**config.mk**
```make
export PLATFORM = sky130hd
export DESIGN_NAME = ula_operand_sequencer
export DESIGN_NICKNAME = d
export VERILOG_FILES = /design/src/rtl/ula_operand_sequencer.sv
export SDC_FILE = /design/constraint.sdc
export NUM_CORES = 1
export LEC_CHECK = 0
export CAP_MARGIN = 20
export CORE_UTILIZATION = 35
export CTS_CLUSTER_DIAMETER = 80
export DETAILED_ROUTE_END_ITERATION = 7
export MAX_ROUTING_LAYER = met4
export PLACE_DENSITY = 0.69
export SYNTH_ARGS = -nofsm -noshare
export SYNTH_HDL_FRONTEND = slang
export SYNTH_SLANG_ARGS = --single-unit
```
**constraint.sdc**
```tcl
create_clock -name clk -period 2.74 [get_ports clk]
set_clock_uncertainty 0.05 [all_clocks]
set_input_delay 0.411 -clock clk [delete_from_list [all_inputs] [get_ports clk]]
set_output_delay 0.411 -clock clk [all_outputs]
set_load 0.02 [all_outputs]
```
**src/rtl/ula_operand_sequencer.sv**
```systemverilog
// ula_operand_sequencer
// Collects operand A, operand B and the ALU select from switches, one value per
// press of the enter button. It then captures the external ALU's result and
// overflow bit and shows them until the next press.
// Optional feature: define ACC_CHAIN_EN to chain the accumulator. A press while
// the result is shown then copies the result into operand A and resumes at
// operand B.
module ula_operand_sequencer #(
   parameter int WIDTH = 4
) (
   input  logic             clk,
   input  logic             rst,
   input  logic [WIDTH-1:0] data_in,
   input  logic [1:0]       op_in,
   input  logic             enter,
   input  logic [WIDTH-1:0] alu_s,
   input  logic             alu_ovf,
   output logic [WIDTH-1:0] alu_a,
   output logic [WIDTH-1:0] alu_b,
   output logic [1:0]       alu_sel,
   output logic [WIDTH-1:0] result,
   output logic             ovf,
   output logic             done,
   output logic [2:0]       state_o
);

   typedef enum logic [2:0] {
      S_A    = 3'd0,
      S_B    = 3'd1,
      S_OP   = 3'd2,
      S_EXEC = 3'd3,
      S_SHOW = 3'd4
   } state_t;

   state_t state;
   state_t next_state;

   logic enter_q;
   logic enter_edge;
   logic load_a;
   logic load_b;
   logic load_sel;
   logic capture;
`ifdef ACC_CHAIN_EN
   logic chain_a;
`endif

   // The button is a level; a press counts once, on the cycle it first reads high
   always_ff @(posedge clk or posedge rst) begin
      if (rst) begin
         enter_q <= 1'b0;
      end else begin
         enter_q <= enter;
      end
   end

   assign enter_edge = enter & ~enter_q;

   // State register
   always_ff @(posedge clk or posedge rst) begin
      if (rst) begin
         state <= S_A;
      end else begin
         state <= next_state;
      end
   end

   // Advance one step per press; the execute step always takes exactly one cycle
   always_comb begin
      next_state = state;
      case (state)
         S_A:    if (enter_edge) next_state = S_B;
         S_B:    if (enter_edge) next_state = S_OP;
         S_OP:   if (enter_edge) next_state = S_EXEC;
         S_EXEC: next_state = S_SHOW;
         S_SHOW: begin
`ifdef ACC_CHAIN_EN
            if (enter_edge) next_state = S_B;
`else
            if (enter_edge) next_state = S_A;
`endif
         end
         default: next_state = S_A;
      endcase
   end

   // Decode the current step into register load strobes and the status outputs
   always_comb begin
      load_a   = 1'b0;
      load_b   = 1'b0;
      load_sel = 1'b0;
      capture  = 1'b0;
      done     = 1'b0;
`ifdef ACC_CHAIN_EN
      chain_a  = 1'b0;
`endif
      case (state)
         S_A:    load_a   = enter_edge;
         S_B:    load_b   = enter_edge;
         S_OP:   load_sel = enter_edge;
         S_EXEC: capture  = 1'b1;
         S_SHOW: begin
            done = 1'b1;
`ifdef ACC_CHAIN_EN
            chain_a = enter_edge;
`endif
         end
         default: ;
      endcase
   end

   assign state_o = state;

   // Operand and select registers feeding the ALU; they hold until reloaded
   always_ff @(posedge clk or posedge rst) begin
      if (rst) begin
         alu_a   <= '0;
         alu_b   <= '0;
         alu_sel <= 2'd0;
      end else begin
         if (load_a) begin
            alu_a <= data_in;
         end
`ifdef ACC_CHAIN_EN
         else if (chain_a) begin
            alu_a <= result;
         end
`endif
         if (load_b) begin
            alu_b <= data_in;
         end
         if (load_sel) begin
            alu_sel <= op_in;
         end
      end
   end

   // Capture the ALU's answer exactly as returned, once per execute step
   always_ff @(posedge clk or posedge rst) begin
      if (rst) begin
         result <= '0;
         ovf    <= 1'b0;
      end else if (capture) begin
         result <= alu_s;
         ovf    <= alu_ovf;
      end
   end

endmodule
```
-- After elaboration in Yosys (flattened, before gate mapping)
Index checks and enable logic that the tools add are counted.
- register bits after elaboration: 19
- logic and storage cells: 29
- output and inout port bits: 19
- input port bits: 14
- reductions and logical operators: 2
- mux-type cells: 10
- bitwise gates (word level): 2
- equality and inequality tests: 8
- operators by type and width (operator ; number):
    $pmux W3 S5 ; 1
    $mux W3 ; 4
    $ne A2 B2 Y1 const B ; 4
    $eq A3 B2 Y1 const B ; 2
    $mux W1 ; 5
    $reduce_and A4 Y1 ; 1
    $eq A3 B1 Y1 const B ; 1
    $eq A3 B3 Y1 const B ; 1
    $logic_not A3 Y1 ; 1
    $and A1 B1 Y1 ; 1
    $not A1 Y1 ; 1

-- Depth between registers and ports, before layout
- depth after elaboration: 4
- gate-level depth with buffers: 4
- depth with buffers taken out: 3

-- Worst setup path before layout
OpenSTA, ideal clock, no wires.
- kind: register to output
- start point: reg state[1] (netlist: state_o[1])
- end point: out done
- buffers on the path: 1
- stages on the path, launching flop included: 3
- arrival: 1216 ps
- setup slack: 1063 ps
- required time: 2279 ps
- cells stage by stage: dfrtp_1 -> clkbuf_2 -> nor3b_1
- longest elaborated chain between the ends: 2
- RTL lines (what ; RTL line ; source):
    start, declared ; 35 ; state_t state;
    start signal, assigned ; 64 ; state <= next_state;
    $eq A3 B3 Y1 ; 97 ; case (state)
    $mux W1 ; 97 ;
    end, declared ; 23 ; output logic done,
Every way passes these cells.

-- Worst setup path in the final report
- start point: reg state[0] (netlist: state_o[0])
- end point: out done
Same word-level chain as after synthesis.

==> run_results.csv <==
group,metric,value,unit
clock_network,htreeDepth,1,
synth,avgSynthCellArea,14.6,sq um
power,power,1.29,mW
floorplan,die_x,48.6,microns
power,p_int,0.831,mW
critical_path,worstReg2RegEnd,"alu_a[3]$_DFFE_PP0P_",
drt,drcViolationCount,0,
power,pwr-share-comb,51.0,%
global_routing,grt_usage,14.1,%
placement,portBuffers,32,
global_routing,overflow,0,
drt,wl_per_cell,12.4,microns
clock_network,cts-root-buf,"clkbuf_4",
drt,drt_first_pass_iters,4,
power,sequentialPowerShare,38.8,%
floorplan,core,0.00200,sq mm
critical_path,critPathMaxFanout,8,
clock_network,clock_latency,0.28,ns
critical_path,path_class,"flip-flop to primary output",
synth,syn_area,759,sq um
clock_network,clkTransAtPathRegs,0.09,ns
critical_path,crit_required,2.28,ns
placement,place_congestion,0.711,
clock_network,cts_tree,"done",
floorplan,die-area,0.00236,sq mm
final_layout,final_util,56.7,%
sta,maxSlewViolCount,0,
floorplan,num_rows,16,
worst_hold_path,hold_path_class,"input port to async pin",
critical_path,r2r_start,"state_o[0]$_DFFE_PP0P_",
synth,synth_cell_types,12,
power,power_leakage,0.477,nW
global_routing,antenna_found_initial,0,
critical_path,cp-end-kind,"primary output",
synth,yosysSeqAreaShare,62.6,%
synth,synth_area_leaders,"dfrtp_1 63%, mux2_2 24%, nor4_4 2.8%, nand2_1 2.0%, nand2b_1 1.6%",
synth,synth_nets,66,
global_routing,grt_pass1_vias,530,
sta,setup_viol,0,
synth,synthArstFlopShare,100,%
synth,yosys_warnings,0,
clock_network,cts_made_buffers,3,
synth,synth_ff_type,"dfrtp_1",
sta,layout_setup_ws,0.584,ns
run_status,status,"completed",
final_layout,fin_area,0.00113,sq mm
placement,hpwl,1110,microns
synth,synthTopCellsByCount,"19 x dfrtp_1, 16 x mux2_2, 4 x nand2_1, 3 x nor2_1",
synth,synth_edf_count,0,
synth,synthDominantCellAreaShare,62.6,%
floorplan,die_h,48.6,microns
power,clockPowerShare,10.2,%
sta,clock.fmax,464,MHz
global_routing,grt_max_degree,20,
floorplan,io_pins,33,
power,power_density,1140,mW/mm^2
final_layout,drive_gt1_share,24.1,%
drt,via_count,516,
sta,rsz0062_at_grt,"no",
floorplan,initial_core_util,37.9,%
clock_network,cts.sinks,19,
power,switchingPower,0.462,mW
drt,dr.first_iter.drc_count,5,
synth,synth_area_leader_cell,"dfrtp_1",
sta,worst_pin_slew,0.667,ns
sta,max_slew_margin,55.5,%
sta,tns,0,ns
critical_path,arrival,1.69,ns
final_layout,area_delta_synth_final,49.4,%
sta,period_needed,2.16,ns
power,ir_worst_vdd,0.513,mV
placement,dp_slack,0.816,ns
drt,wirelength,1420,microns
final_layout,fin_nets,102,
synth,syn_inst,52,
drt,avgViaCountPerCell,4.53,
clock_network,post_cts_resized,0,
critical_path,reg2reg_slack,1.28,ns
critical_path,start_kind,"flip-flop",
final_layout,antenna_cells,0,
sta,finalHoldViolCount,0,
sta,fin_crit_sh,78.7,%
synth,synth_most_common_cell,"dfrtp_1",
synth,ys_ff_latch,19,
drt,ant_nets,0,
critical_path,reg2regPathDepth,2,
clock_network,clock_path_buffers,2,
clock_network,cts_setup_buffers,0,
global_routing,grt_pass1_wl,2370,microns
flow_run,maxCapViolCount,0,
power,p_sw_share,35.8,%
placement,dpl-instance-area,0.00111,sq mm
clock_network,hold_buffers,0,
## logic make-up after synthesis
group                  share of synthesized area [%]
buffers and inverters                           1.15
flip-flops                                      62.6
multiplexers                                    23.7
AND/OR/NAND/NOR                                 12.5
## placed cells by master (no fill, tap or decap)
cell type	n
clkdlybuf4s50_1	32
dfrtp_1	19
mux2_2	16
nand2_1	4
nor2_1	3
clkbuf_4	3
nand2b_1	2
nand3_1	2
nand3b_2	1
nor3b_1	1
nor2b_1	1
nor4_4	1
inv_1	1
clkbuf_1	1
## worst max path at each step
| stage | start | end | slack (ns) | cells past startpoint |
|---|---|---|---|---|
| final | state_o[0]$_DFFE_PP0P_ | done | 0.58 | 2 |
| after global routing | state_o[1]$_DFFE_PP0P_ | done | 0.48 | 2 |
| after CTS | state_o[0]$_DFFE_PP0P_ | done | 0.56 | 2 |
| after detailed placement | enter | alu_a[3]$_DFFE_PP0P_ | 0.82 | 4 |
| after global placement | enter | alu_a[0]$_DFFE_PP0P_ | 0.82 | 4 |
| after floorplan | state_o[1]$_DFFE_PP0P_ | done | 1.06 | 2 |
## critical path, cell delays in order (launching register included)
cell             delay [ns]
dfrtp_1                0.48
nor3b_1                0.29
clkdlybuf4s50_1        0.65
## layer usage
metal  routed length, microns  global-route usage (%)  vias to the layer above
met5                        0                       -                        -
met4                       22                    7.35                        0
met3                       63                    2.83                        2
met2                      710                    23.9                       16
met1                      622                    15.6                      249
li1                         -                       -                      249
## area by class of cell
type	count	area, sq um
Clock buffer	4	26.3
Fill cell	194	867
Tap cell	27	33.8
Sequential cell	19	475
Timing Repair Buffer	32	320
Multi-Input combinational cell	31	275
Inverter	1	3.75
## power groups by stage
stage | clock network (mW) | registers, mW | logic, mW
after floorplan | 0 | 0.659 | 0.194
after global placement | 0 | 0.500 | 0.660
after detailed placement | 0 | 0.510 | 0.667
after CTS | 0.140 | 0.503 | 0.669
after global routing | 0.155 | 0.526 | 0.701
final | 0.131 | 0.502 | 0.660
## registers in the layout, indices dropped and copies added (netlist names)
name and count:
ovf 1, state_o 3, enter_q 1, alu_sel 2, alu_b 4, result 4, alu_a 4
## per-stage QoR
step,instances,hold WS (ns)
finish,114,0.461
global route,114,0.483
CTS,114,0.465
detailed placement,110,0.442
global placement,110,0.436
floorplan,52,0.312
(Power assumes the default switching activity.)
